**config.mk**
```make
export PLATFORM = sky130hd
export DESIGN_NAME = sbox_engine
export DESIGN_NICKNAME = d
export VERILOG_FILES = /design/src/rtl/sbox_pkg.sv /design/src/rtl/sbox_table.sv /design/src/rtl/sbox_engine.sv
export SDC_FILE = /design/constraint.sdc
export NUM_CORES = 2
export LEC_CHECK = 0
export CORE_MARGIN = 1.5
export CORE_UTILIZATION = 30
export DETAILED_ROUTE_END_ITERATION = 8
export GPL_ROUTABILITY_DRIVEN = 1
export PLACE_DENSITY_LB_ADDON = 0.25
export RECOVER_POWER = 50
export SETUP_SLACK_MARGIN = 0.3
export SLEW_MARGIN = 20
export SYNTH_ARGS = -nofsm -noshare
export SYNTH_HDL_FRONTEND = slang
export SYNTH_SLANG_ARGS = --single-unit
```
**constraint.sdc**
```tcl
create_clock -name clk -period 3.5 [get_ports clk]
set_input_delay 1.05 -clock clk [delete_from_list [all_inputs] [get_ports clk]]
set_output_delay 1.05 -clock clk [all_outputs]
set_load 0.01 [all_outputs]
```
**src/rtl/sbox_pkg.sv**
```systemverilog
// Shared constants for the S-box lookup engine.
// Default geometry and the lane slice width used to pack operands.
package sbox_pkg;

    localparam int W_DEF     = 7;
    localparam int LANES_DEF = 1;
    localparam int LANE_W    = W_DEF;

endpackage

```
**src/rtl/sbox_table.sv**
```systemverilog
// Forward and inverse S-box storage.
// One shared write port, LANES combinational read ports per table.
module sbox_table
    import sbox_pkg::*;
#(
    parameter int W     = W_DEF,
    parameter int LANES = LANES_DEF
) (
    input  logic               clk,
    input  logic               wr_en,
    input  logic [W-1:0]       wr_addr,
    input  logic [W-1:0]       wr_data,
    input  logic [LANES*W-1:0] rd_addr,
    output logic [LANES*W-1:0] fwd_data,
    output logic [LANES*W-1:0] inv_data
);

    localparam int DEPTH = 1 << W;

    logic [W-1:0] fwd_mem [DEPTH];
    logic [W-1:0] inv_mem [DEPTH];

    // Paired write keeps inv as the inverse of fwd for a permutation
    always_ff @(posedge clk) begin
        if (wr_en) begin
            fwd_mem[wr_addr] <= wr_data;
            inv_mem[wr_data] <= wr_addr;
        end
    end

    // Each lane reads both tables; the engine picks the direction
    always_comb begin
        fwd_data = '0;
        inv_data = '0;
        for (int k = 0; k < LANES; k++) begin
            fwd_data[k*W +: W] = fwd_mem[rd_addr[k*W +: W]];
            inv_data[k*W +: W] = inv_mem[rd_addr[k*W +: W]];
        end
    end

endmodule

```
**src/rtl/sbox_engine.sv**
```systemverilog
// Multi-lane S-box lookup engine with forward/inverse tables.
// Load counter gates lookups; one-deep output register with handshake.
module sbox_engine
    import sbox_pkg::*;
#(
    parameter int W     = W_DEF,
    parameter int LANES = LANES_DEF
) (
    input  logic               clk,
    input  logic               rst_n,
    input  logic               wr_en,
    input  logic [W-1:0]       wr_addr,
    input  logic [W-1:0]       wr_data,
    output logic               tbl_ready,
    input  logic               in_valid,
    output logic               in_ready,
    input  logic               in_inv,
    input  logic [LANES*W-1:0] in_data,
    output logic               out_valid,
    input  logic               out_ready,
    output logic [LANES*W-1:0] out_data
);

    logic [W:0]         wr_count;
    logic [LANES*W-1:0] fwd_rd;
    logic [LANES*W-1:0] inv_rd;
    logic [LANES*W-1:0] lookup;
    logic               accept;

    sbox_table #(
        .W     (W),
        .LANES (LANES)
    ) u_table (
        .clk      (clk),
        .wr_en    (wr_en),
        .wr_addr  (wr_addr),
        .wr_data  (wr_data),
        .rd_addr  (in_data),
        .fwd_data (fwd_rd),
        .inv_data (inv_rd)
    );

    // Top counter bit marks 2^W writes seen; it is also the saturation point
    assign tbl_ready = wr_count[W];
    assign in_ready  = tbl_ready & ~wr_en & (~out_valid | out_ready);
    assign accept    = in_valid & in_ready;
    assign lookup    = in_inv ? inv_rd : fwd_rd;

    // Count table writes, saturating once the table is fully loaded
    always_ff @(posedge clk or negedge rst_n) begin
        if (!rst_n) begin
            wr_count <= '0;
        end else if (wr_en && !wr_count[W]) begin
            wr_count <= wr_count + (W+1)'(1);
        end
    end

    // Output register: load on accept, hold under backpressure, drain on ready
    always_ff @(posedge clk or negedge rst_n) begin
        if (!rst_n) begin
            out_valid <= 1'b0;
            out_data  <= '0;
        end else if (accept) begin
            out_valid <= 1'b1;
            out_data  <= lookup;
        end else if (out_ready) begin
            out_valid <= 1'b0;
        end
    end

endmodule

```
# --- After elaboration in Yosys (flattened, before gate mapping) ---
# Memory sizes are Yosys's and may differ from the RTL's.
# Index checks and enable logic that the tools add are counted.
word_totals:
  register_bits: 16
  ramBits: 1792
  output_inout_bits: 10
  memories: 2
memory_table:
  columns: ["name", "depth", "word_bits", "read_ports", "rd_ports_with_merged_regs", "write_ports", "line_no", "source"]
  rows:
  - ["u_table.fwd_mem", 128, 7, 1, 0, 1, "sbox_table.sv:20", "logic [W-1:0] fwd_mem [DEPTH];"]
  - ["u_table.inv_mem", 128, 7, 1, 0, 1, "sbox_table.sv:21", "logic [W-1:0] inv_mem [DEPTH];"]
op_classes:
  n_addsub: 1
  mux: 5
  n_bitwise: 6
  n_reduce_logical: 3
op_table:
  columns: ["operator", "n"]
  rows:
  - ["8-bit by 1-bit adder with 8-bit output (second input constant)", 1]
  - ["7-bit two-way mux", 1]
  - ["1-bit two-way mux", 4]
  - ["1-bit bitwise AND", 3]
  - ["1-bit NOT", 2]
  - ["2-bit nonzero test", 1]
  - ["1-bit logical AND", 1]
  - ["1-bit zero test", 1]
  - ["1-bit OR", 1]

# --- Longest topological paths before layout ---
logic_depth:
  depth_word: 5
  ltp_mapped: 12
  mapped_depth_nobuf: 6

# --- By module ---
# Synthesis repeated with hierarchy kept, for this count alone.
hier_totals:
  hier_cells: 2938
  area_unflattened_um2: 70007.1
modules_own_cells:
  columns: ["module", "n_inst", "cells_each", "area_each_um2", "seq_area_each_um2"]
  rows:
  - ["sbox_table", 1, 2884, 69251.4, 53811.6]
  - ["sbox_engine", 1, 54, 755.7, 400.4]

# --- Worst setup path before layout ---
# No wires, ideal clock.
synth_timing:
  path_type: "input -> register"
  startpoint: "in in_data[4]"
  endpoint: "reg out_data[0]"
  setup_time_ns: 0.134
  arrival_time_ns: 2.881
  path_slack_ns: 0.485
  stages: 8
  n_path_buf: 2
  cell_sequence: "buf_2 buf_1 mux4_2 mux2_2 a2111oi_0 a211oi_1 o2111ai_1 o211ai_1"
synth_via:
  elab_chain_cells: 2
  word_cells_on_any_way: 3
  classes_between: "1 x mux; 2 x memory"
synth_rtl:
  columns: ["item", "line_no", "source"]
  rows:
  - ["start, declared", "sbox_engine.sv:18", "input logic [LANES*W-1:0] in_data,"]
  - ["memory 128 x 7 bit, on equally long branches", null, null]
  - ["7-bit two-way mux *", "sbox_engine.sv:47", "assign lookup = in_inv ? inv_rd : fwd_rd;"]
  - ["end signal, assigned", "sbox_engine.sv:65", "out_data <= lookup;"]
  - ["end, declared", "sbox_engine.sv:21", "output logic [LANES*W-1:0] out_data"]
# Every way passes the cells marked *; elsewhere a longest branch is shown, timed or not.
# A chain may end at the register's enable or synchronous reset.

# --- Worst setup path in the final report ---
layout_timing:
  startpoint: "in wr_en"
  endpoint: "out in_ready"
layout_via:
  elab_chain_cells: 3
layout_rtl:
  columns: ["item", "line_no", "source"]
  rows:
  - ["start, declared", "sbox_engine.sv:11", "input logic wr_en,"]
  - ["1-bit NOT", "sbox_engine.sv:45", "assign in_ready = tbl_ready & ~wr_en & (~out_valid | out_ready);"]
  - ["1-bit bitwise AND (2 in series)", "sbox_engine.sv:45", null]
  - ["end, declared", "sbox_engine.sv:16", "output logic in_ready,"]
# Every way passes these cells.

==> results.sh <==
export IMPL_fillers=21700
export IMPL_cts_sinks=1808
export IMPL_first_pass_iters=5
export IMPL_final_max_slew_viol_count=924
export IMPL_dpl_cell_area_um2=80000
export IMPL_synth_edf_count=1792
export IMPL_synth_avg_cell_area_um2=20.1
export IMPL_rsz0062_at_grt="false"
export IMPL_final_hold_viol_count=0
export IMPL_netlist_instances=3532
export IMPL_clk_latency_ps=830
export IMPL_peakVddDrop_v=0.000483
export IMPL_initial_utilization_pct=30.2
export IMPL_num_rows=178
export IMPL_p_leak_nw=27.7
export IMPL_io_pins=37
export IMPL_sequential_cell_area_um2=54200
export IMPL_routed_wl_mm=199
export IMPL_fin_util_pct=36.4
export IMPL_fin_area_um2=85700
export IMPL_grt_antenna_before_repair=9
export IMPL_worst_slew_pin_slew_ps=2570
export IMPL_die_w_um=490
export IMPL_path_class="in -> out"
export IMPL_required_ps=2450
export IMPL_period_needed_ps=3250
export IMPL_drtIter0Drc=3741
export IMPL_core_area_um2=235000
export IMPL_worstHoldPathType="reg -> reg"
export IMPL_synth_seq_area_share_pct=76.3
export IMPL_cts_tree="done"
export IMPL_final_common_cell="edfxtp_1"
export IMPL_critPathLaunch="wr_en"
export IMPL_syn_area_um2=71100
export IMPL_crit_arrival_ps=2200
export IMPL_synthesis_nets=3560
export IMPL_fp_dieArea_um2=240000
export IMPL_final_nets=4244
export IMPL_clockBufferDepth=3
export IMPL_r2r_start="u_table.fwd_mem[7][6]"
export IMPL_finalSetupTns_ps=0
export IMPL_place_ws_ps=-655
export IMPL_grt_max_degree=134
export IMPL_drive_gt1_share_pct=31.1
export IMPL_ys_flop_type="edfxtp_1"
export IMPL_routed_via_density=4.93
export IMPL_min_from="wr_count[4]"
export IMPL_synth_distinct_cells=59
export IMPL_multi_input_area_um2=15700
export IMPL_drc=0
export IMPL_ys_warn_count=0
export IMPL_mostFrequentLayoutCells="edfxtp_1, buf_4, mux4_2"
export IMPL_cts_hold_buffers=0
export IMPL_end_kind="output port"
export IMPL_wire_per_inst_um=26.5
export IMPL_cts_buffers_inserted=186
export IMPL_r2r_slack_ps=570
export IMPL_die_h_um=490
export IMPL_drv_cap=10
export IMPL_hold_ws_ps=475
export IMPL_setup_slack_ps=254
export IMPL_worstPathMaxFanout=2
export IMPL_p_per_area_nw_per_um2=536
export IMPL_post_route_period_util_pct=92.7
export IMPL_via_count=37100
export IMPL_htree_levels=4
export IMPL_outcome="finished with violations"
export IMPL_startpoint_type="input pin"
export IMPL_syn2layout_area_growth_pct=20.6
export IMPL_postCtsSetupBuffers=0
export IMPL_yosys_register_bits=1808
export IMPL_path_clk_slew_ps=60
export IMPL_fmax_mhz=308
export IMPL_grt_pass1_vias=37800
export IMPL_place_gp_congestion=0.832
export IMPL_violations="capacitance limit, slew limit"
export IMPL_grt_ovfl_total=0
export IMPL_hpwlAfterDp_mm=130
export IMPL_io_buffers=36
export IMPL_cts_root_buffer="clkbuf_16"
export IMPL_slew_limit_headroom_pct=-71.0
export IMPL_async_flop_share_pct=0.885
export IMPL_setup_viol=0
export IMPL_final_antenna_net_count=0
export IMPL_fin_skew_ps=45.6
export IMPL_grt_pass1_wl_mm=283
export IMPL_grt_use_total_pct=16.5
-- registers in the layout, indices dropped and copies added (netlist names) --
register	flops
out_valid	1
wr_count	8
u_table.inv_mem	896
u_table.fwd_mem	896
out_data	7
-- final timing paths --
check                              end  cells after the start
max                           in_ready                      4
min                        wr_count[4]                      1
min reg2reg                wr_count[4]                      1
max in group asynchronous  out_data[2]                      2
min in group asynchronous    out_valid                      2
max reg2reg                out_data[6]                      8
-- metrics by stage --
step | cells | power (W)
finish | 7515 | 0.0460
global route | 7512 | 0.0473
global placement | 7177 | 0.0271
floorplan | 3532 | 0.0256
detailed placement | 7178 | 0.0271
CTS | 7510 | 0.0465
-- critical path, cell delays in order --
cell	delay (ps)
dlygate4sd3_1	560
nor2b_1	150
and2_0	160
dlygate4sd2_1	270
-- cell usage after synthesis (17+ instances only) --
cell	n	share of area [%]
mux2i_1	172	2.4
nor2b_1	28	0.25
nor3_1	19	0.13
a2111oi_0	18	0.22
a22oi_1	44	0.46
o2111ai_1	17	0.21
clkbuf_1	74	0.39
nand2b_1	18	0.16
nand2_1	96	0.51
a211oi_1	19	0.20
o22ai_1	47	0.41
mux4_2	344	11
nor2_1	314	1.7
o211ai_1	19	0.20
mux2_2	107	1.7
nand3_1	56	0.39
buf_4	41	0.43
buf_6	26	0.41
o221ai_1	40	0.49
buf_2	52	0.37
edfxtp_1	1792	76
-- final cells by class --
type | count | share of cell area, %
multi-input combinational | 1523 | 18.3
sequential | 1808 | 63.3
antenna | 5 | 0.0146
inverter | 3 | 0.0161
timing repair buffer | 694 | 6.92
tap | 3150 | 4.60
clock inverter | 93 | 1.09
clock buffer | 239 | 5.77
-- kinds of logic after synthesis --
| group | synth area share, % |
|---|---|
| AOI/OAI and AO/OA | 3.13 |
| xor gates and xnor gates | 0.0740 |
| adders and majority gates | 0.0176 |
| buffers and inverters | 1.64 |
| DFF | 76.3 |
| muxes | 15.1 |
| and+or+nand+nor | 3.74 |
-- metal layers --
metal  share of wire [%]  vias up  global-route usage, %  routed length, um
met1                  44    19900                   22.6              87500
met5                   0        -                      0                  0
met2                  49     1016                   27.6              97300
met4                 2.4        0                   4.14               4850
met3                 4.6      233                   2.36               9170
li1                    -    16000                      -                  -
-- power by group --
part           switching [W]  total, W  internal [W]  leakage (nW)
registers          0.0000546    0.0240        0.0239          16.3
logic                0.00161   0.00261       0.00100          8.53
clock network        0.00827    0.0193        0.0111          2.86
-- timing repair --
action,CTS,global route
resized for setup,3,1
pin swaps,0,0
endpoints found under the setup margin,3,1
Note: power is estimated with default switching activity, not from simulation.
